## src/rtl/nn_param_loader_if.sv

```systemverilog
// rtl/nn_param_loader_if.sv - parameter word stream and input vector stream for nn_param_loader
interface nn_param_loader_if #(
    parameter int data_width = 32
);
    logic                  cfg_start;
    logic                  cfg_valid;
    logic                  cfg_ready;
    logic [data_width-1:0] cfg_data;
    logic                  cfg_last;
    logic                  in_valid;
    logic                  in_ready;
    logic [data_width-1:0] in_a;
    logic [data_width-1:0] in_b;

    modport master (
        output cfg_start, cfg_valid, cfg_data, cfg_last, in_valid, in_a, in_b,
        input  cfg_ready, in_ready
    );

    modport slave (
        input  cfg_start, cfg_valid, cfg_data, cfg_last, in_valid, in_a, in_b,
        output cfg_ready, in_ready
    );
endinterface

```

## src/rtl/nn_param_loader.sv

```systemverilog
// rtl/nn_param_loader.sv - loads nine NN parameters into shadow regs, commits atomically, holds input vectors for a settle window
module nn_param_loader #(
    parameter int exp_width     = 8,
    parameter int mant_width    = 24,
    parameter int data_width    = exp_width + mant_width,
    parameter int SETTLE_CYCLES = 32
) (
    input  logic                  clk,
    input  logic                  rst,
    nn_param_loader_if.slave      bus,
    output logic [data_width-1:0] w11,
    output logic [data_width-1:0] w12,
    output logic [data_width-1:0] w21,
    output logic [data_width-1:0] w22,
    output logic [data_width-1:0] b1,
    output logic [data_width-1:0] b2,
    output logic [data_width-1:0] w31,
    output logic [data_width-1:0] w32,
    output logic [data_width-1:0] b3,
    output logic [data_width-1:0] A,
    output logic [data_width-1:0] B,
    output logic                  params_valid,
    output logic                  vec_done,
    output logic                  load_error
);
    localparam logic [1:0] ST_IDLE   = 2'd0;
    localparam logic [1:0] ST_LOAD   = 2'd1;
    localparam logic [1:0] ST_READY  = 2'd2;
    localparam logic [1:0] ST_SETTLE = 2'd3;
    localparam int CW = (SETTLE_CYCLES > 2) ? $clog2(SETTLE_CYCLES) : 1;

    logic [1:0]            state_q, state_d;
    logic [3:0]            idx_q, idx_d;
    logic [CW-1:0]         cnt_q, cnt_d;
    logic [data_width-1:0] shadow_q [0:8];
    logic [data_width-1:0] shadow_d [0:8];
    logic [data_width-1:0] params_q [0:8];
    logic [data_width-1:0] params_d [0:8];
    logic [data_width-1:0] a_q, a_d, b_q, b_d;
    logic                  pv_q, pv_d, err_q, err_d;

    always_comb begin
        state_d  = state_q;
        idx_d    = idx_q;
        cnt_d    = cnt_q;
        shadow_d = shadow_q;
        params_d = params_q;
        a_d      = a_q;
        b_d      = b_q;
        pv_d     = pv_q;
        err_d    = err_q;
        case (state_q)
            ST_IDLE: begin
                if (bus.cfg_start) begin
                    state_d = ST_LOAD;
                    idx_d   = '0;
                    err_d   = 1'b0;
                end
            end
            ST_LOAD: begin
                if (bus.cfg_valid) begin
                    for (int i = 0; i < 9; i++) begin
                        if (idx_q == 4'(i)) shadow_d[i] = bus.cfg_data;
                    end
                    // The 9th word commits regardless of cfg_last; an early last aborts.
                    if (idx_q == 4'd8) begin
                        params_d = shadow_d;
                        pv_d     = 1'b1;
                        state_d  = ST_READY;
                    end else if (bus.cfg_last) begin
                        err_d   = 1'b1;
                        pv_d    = 1'b0;
                        state_d = ST_IDLE;
                    end else begin
                        idx_d = idx_q + 4'd1;
                    end
                end
            end
            ST_READY: begin
                if (bus.cfg_start) begin
                    state_d = ST_LOAD;
                    idx_d   = '0;
                    err_d   = 1'b0;
                end else if (bus.in_valid) begin
                    a_d     = bus.in_a;
                    b_d     = bus.in_b;
                    cnt_d   = CW'(SETTLE_CYCLES - 1);
                    state_d = ST_SETTLE;
                end
            end
            ST_SETTLE: begin
                if (cnt_q == '0) state_d = ST_READY;
                else             cnt_d   = cnt_q - 1'b1;
            end
            default: state_d = ST_IDLE;
        endcase
    end

    always_ff @(posedge clk) begin
        if (rst) begin
            state_q <= ST_IDLE;
            idx_q   <= '0;
            cnt_q   <= '0;
            a_q     <= '0;
            b_q     <= '0;
            pv_q    <= 1'b0;
            err_q   <= 1'b0;
            for (int i = 0; i < 9; i++) begin
                shadow_q[i] <= '0;
                params_q[i] <= '0;
            end
        end else begin
            state_q  <= state_d;
            idx_q    <= idx_d;
            cnt_q    <= cnt_d;
            a_q      <= a_d;
            b_q      <= b_d;
            pv_q     <= pv_d;
            err_q    <= err_d;
            shadow_q <= shadow_d;
            params_q <= params_d;
        end
    end

    assign bus.cfg_ready = (state_q == ST_LOAD);
    assign bus.in_ready  = (state_q == ST_READY);
    assign vec_done      = (state_q == ST_SETTLE) && (cnt_q == '0);
    assign params_valid  = pv_q;
    assign load_error    = err_q;
    assign A             = a_q;
    assign B             = b_q;
    assign w11 = params_q[0];
    assign w12 = params_q[1];
    assign w21 = params_q[2];
    assign w22 = params_q[3];
    assign b1  = params_q[4];
    assign b2  = params_q[5];
    assign w31 = params_q[6];
    assign w32 = params_q[7];
    assign b3  = params_q[8];
endmodule
```

## src/flat_wrapper.sv

```systemverilog
// flat-port wrapper written by rule: the top's interface ports become plain ports
module nn_param_loader_flat 
#(
    parameter int exp_width     = 8,
    parameter int mant_width    = 24,
    parameter int data_width    = exp_width + mant_width,
    parameter int SETTLE_CYCLES = 32
)
  (clk, rst, w11, w12, w21, w22, b1, b2, w31, w32, b3, A, B, params_valid, vec_done, load_error, bus_cfg_start, bus_cfg_valid, bus_cfg_data, bus_cfg_last, bus_in_valid, bus_in_a, bus_in_b, bus_cfg_ready, bus_in_ready);
  nn_param_loader_if #(.data_width(data_width)) bus_i ();
  input  logic clk;
  input  logic rst;
  output logic [data_width-1:0] w11;
  output logic [data_width-1:0] w12;
  output logic [data_width-1:0] w21;
  output logic [data_width-1:0] w22;
  output logic [data_width-1:0] b1;
  output logic [data_width-1:0] b2;
  output logic [data_width-1:0] w31;
  output logic [data_width-1:0] w32;
  output logic [data_width-1:0] b3;
  output logic [data_width-1:0] A;
  output logic [data_width-1:0] B;
  output logic params_valid;
  output logic vec_done;
  output logic load_error;
  input wire logic [$bits(bus_i.cfg_start)-1:0] bus_cfg_start;
  input wire logic [$bits(bus_i.cfg_valid)-1:0] bus_cfg_valid;
  input wire logic [$bits(bus_i.cfg_data)-1:0] bus_cfg_data;
  input wire logic [$bits(bus_i.cfg_last)-1:0] bus_cfg_last;
  input wire logic [$bits(bus_i.in_valid)-1:0] bus_in_valid;
  input wire logic [$bits(bus_i.in_a)-1:0] bus_in_a;
  input wire logic [$bits(bus_i.in_b)-1:0] bus_in_b;
  output wire logic [$bits(bus_i.cfg_ready)-1:0] bus_cfg_ready;
  output wire logic [$bits(bus_i.in_ready)-1:0] bus_in_ready;
  assign bus_i.cfg_start = bus_cfg_start;
  assign bus_i.cfg_valid = bus_cfg_valid;
  assign bus_i.cfg_data = bus_cfg_data;
  assign bus_i.cfg_last = bus_cfg_last;
  assign bus_i.in_valid = bus_in_valid;
  assign bus_i.in_a = bus_in_a;
  assign bus_i.in_b = bus_in_b;
  assign bus_cfg_ready = bus_i.cfg_ready;
  assign bus_in_ready = bus_i.in_ready;
  nn_param_loader #(.exp_width(exp_width), .mant_width(mant_width), .data_width(data_width), .SETTLE_CYCLES(SETTLE_CYCLES)) u_core (.clk(clk), .rst(rst), .bus(bus_i), .w11(w11), .w12(w12), .w21(w21), .w22(w22), .b1(b1), .b2(b2), .w31(w31), .w32(w32), .b3(b3), .A(A), .B(B), .params_valid(params_valid), .vec_done(vec_done), .load_error(load_error));
endmodule
```

## config.mk

```make
export PLATFORM = sky130hd
export DESIGN_NAME = nn_param_loader_flat
export DESIGN_NICKNAME = d
export VERILOG_FILES = /design/src/rtl/nn_param_loader_if.sv /design/src/rtl/nn_param_loader.sv /design/src/flat_wrapper.sv
export SDC_FILE = /design/constraint.sdc
export NUM_CORES = 1
export LEC_CHECK = 0
export ABC_AREA = 1
export CAP_MARGIN = 10
export CORE_ASPECT_RATIO = 1.5
export CORE_MARGIN = 3
export CORE_UTILIZATION = 35
export DETAILED_ROUTE_END_ITERATION = 6
export MAX_ROUTING_LAYER = met4
export PLACE_DENSITY = 0.66
export SYNTH_ARGS = -nofsm -noshare
export SYNTH_HDL_FRONTEND = slang
export SYNTH_SLANG_ARGS = --single-unit
```

## constraint.sdc

```tcl
create_clock -name clk -period 3.81 [get_ports clk]
set_clock_uncertainty 0.2 [all_clocks]
set_input_delay 0.762 -clock clk [delete_from_list [all_inputs] [get_ports clk]]
set_output_delay 0.762 -clock clk [all_outputs]
set_load 0.02 [all_outputs]
```

==> impl_metrics.yaml <==
run_status:
  outcome: "completed"
yosys:
  synth_flop_cell: "dfxtp_1"
  synthMuxAreaShare: 0
  ys.warnings.count: 0
  synth_top_area_share: 0.506
  synthXorXnorAreaFrac: 0.000713
  synth-seq-area-share: 0.506
  post_synth_fa_ha_maj_area_fraction: 0.00255
  synthTopCellsByCount: "nand2_1 (936), dfxtp_1 (621), o21ai_0 (500), nor2_1 (398), a21oi_1 (334)"
  netlist_area_um2: 24600
  synth_nets: 3478
  synth-simple-area-share: 0.211
  synth_cells: 3371
  async_flop_share: 0
  synth_top_family_by_area: "simple AND/OR/NAND/NOR gates"
  synth_most_common_cell: "nand2_1"
  synth_compound_area_frac: 0.208
  synth.distinct_cells: 29
  netlist.top_cell.by_area: "dfxtp_1"
  synth-edff-count: 0
  yosys-top-cells-area: "dfxtp_1 (51%), nand2_1 (14%), o21ai_0 (10%), a21oi_1 (6.8%), nor2_1 (6.1%)"
  ys_ff_latch: 621
  syn_avg_cell_area_um2: 7.29
clock_tree:
  clkTransAtPathRegs_ns: 0.06
  clk_path_buf_depth: 3
  clock_latency_ns: 0.64
  cts_tree: "done"
  holdBufCountCts: 0
  cts_setup_buffers: 0
  ctsResizeCount: 0
  numCtsBuffers: 60
  htreeDepth: 2
  cts-root-buf: "clkbuf_16"
  cts.sinks: 621
sta:
  rsz0062_at_grt: "false"
  final_max_slew_viol_count: 0
  tns_ns: 0
  max_slew_margin: 0.237
  holdWs_ns: 0.252
  finalHoldViolCount: 0
  setup_viol: 0
  fmax_ghz: 0.316
  worst_pin_slew_ns: 1.14
  finalCriticalPeriod_ns: 3.16
  finalCritPeriodShare: 0.830
critical_path:
  path_cells: "nand2_1, nor2_1, clkdlybuf4s50_1"
  critPathKind: "reg2out"
  worst-path-buf-inv: 1
  cp_data_arrival_time_ns: 2.20
  cp_slowest_cell: "clkdlybuf4s50_1"
  cp_max_fo: 9
  crit_path_max_incr_delay_ns: 0.64
  crit_path_end_kind: "output port"
  cp.required_ns: 2.85
  cpLargestDelayFamily: "buffers and inverters"
  start_kind: "flip-flop"
power_and_ir_drop:
  power.leakage_nw: 11.8
  power_switching_mw: 3.85
  p_sw_frac: 0.261
  p_clk_frac: 0.430
  finalPower_mw: 14.7
  p_int_mw: 10.9
  p_seq_frac: 0.462
  comb_power_share: 0.108
  powerDensity_nw_per_um2: 464
  vdd_drop_max_mv: 0.368
global_routing:
  grt_max_degree: 170
  overflow: 0
  grtUsageTotal: 0.231
  grt_first_pass_wirelength_um: 128000
  grt_pass1_vias: 20800
  grt_antenna_before_repair: 7
routing:
  ant_nets: 0
  wl_per_cell_um: 18.8
  routed_via_density: 5.00
  vias: 23100
  drc: 0
  dr.pass1.iters: 5
  wirelength_um: 87000
  drtIter0Drc: 2064
floorplanning:
  fp.dieH_um: 331
  core-area_um2: 69200
  dieArea_um2: 73500
  initial_core_util: 0.355
  ioPinCount: 459
  row_count: 118
  die_w_um: 222
layout:
  fin_area_um2: 31700
  drive_above_1_share: 0.0437
  fill_cells: 6963
  seqCellArea_um2: 12400
  area_growth_pct: 29.0
  multi_input_area_um2: 10400
  layout.nets: 3783
min_path:
  hold_path_class: "reg2reg"
placement:
  place_area_um2: 29600
  io_buffer_count: 458
  dp_hpwl_um: 54800
  routabilityCongestion: 0.809
flow_run:
  max_cap_viol_count: 0
==> logic make-up (layout without fill, tap and decap cells) <==
family	count (synthesis)	count (layout)
AND/OR/NAND/NOR	1361	1361
flip-flops	621	621
other	0	2
buffers and inverters	407	763
AO/OA/AOI/OAI	975	975
XOR/XNOR	2	2
adder cells (fa/ha/maj)	5	5
==> cells in the final DEF (no fill, tap or decap), types with 3 or more instances in the layout <==
master,instances
a21oi_1,334
buf_12,12
buf_4,26
bufinv_16,5
clkbuf_1,10
clkbuf_16,61
clkbuf_8,20
clkdlybuf4s50_1,457
clkinv_2,6
clkinvlp_4,7
dfxtp_1,621
ha_1,5
inv_1,147
inv_2,4
inv_6,4
inv_8,3
nand2_1,932
nand2_2,5
nand3_1,11
nand3_2,5
nand4_1,5
nor2_1,398
o21a_1,95
o21ai_0,500
o21ai_1,44
==> power by group through the flow <==
stage               clock [mW]  combinational (mW)  sequential, mW
floorplan                    0               0.888            7.01
global placement             0                1.58            6.94
detailed placement           0                1.59            6.95
CTS                       6.48                1.60            6.81
global route              6.73                1.74            6.83
finish                    6.32                1.59            6.81
==> layer usage <==
layer / wire length (um) / track usage / share of wire
met1: 36200 / 0.287 / 0.42
met2: 41000 / 0.374 / 0.47
met4: 3610 / 0.0953 / 0.042
met5: 0 / - / 0
met3: 6150 / 0.0390 / 0.071
==> layout make-up <==
cell class,count,area share
Clock inverter,22,0.00844
Antenna cell,2,0.000158
Timing Repair Buffer,496,0.158
Sequential cell,621,0.392
Clock buffer,91,0.0580
Inverter,154,0.0189
Tap cell,900,0.0355
Multi-Input combinational cell,2343,0.328
==> registers in the layout, indices dropped and copies added, names as in the netlist <==
register             flops
u_core.shadow_q        256
u_core.A                32
u_core.B                32
u_core.b1               32
u_core.b2               32
u_core.b3               32
u_core.w11              32
u_core.w12              32
u_core.w21              32
u_core.w22              32
u_core.w31              32
u_core.w32              32
u_core.cnt_q             5
u_core.idx_q             4
u_core.state_q           2
u_core.load_error        1
u_core.params_valid      1
==> metrics by stage <==
step	setup slack, ns	cells	utilization
after detailed placement	0.526	4514	0.427
after floorplan	1.76	3371	-
final	0.647	4629	0.458
after CTS	0.626	4627	0.458
after global routing	0.494	4627	0.458
after global placement	0.554	4514	0.427
==> worst paths after layout <==
| path | startpoint | endpoint | slack, ns | depth (start not counted) |
|---|---|---|---|---|
| max | u_core.state_q[0] | vec_done | 0.65 | 3 |
| min | u_core.load_error | u_core.load_error | 0.25 | 2 |
| max reg2reg | u_core.idx_q[0] | u_core.b1[5] | 1.07 | 7 |
| min reg2reg | u_core.load_error | u_core.load_error | 0.25 | 2 |
==> worst min-delay path: cells and delay by family, from the launching register on <==
kind	cells	cell delay (ns)
AO/OA/AOI/OAI	1	0.05
buffers and inverters	1	0.05
flip-flops	1	0.31
No activity file was read; power rests on OpenSTA's default activity.
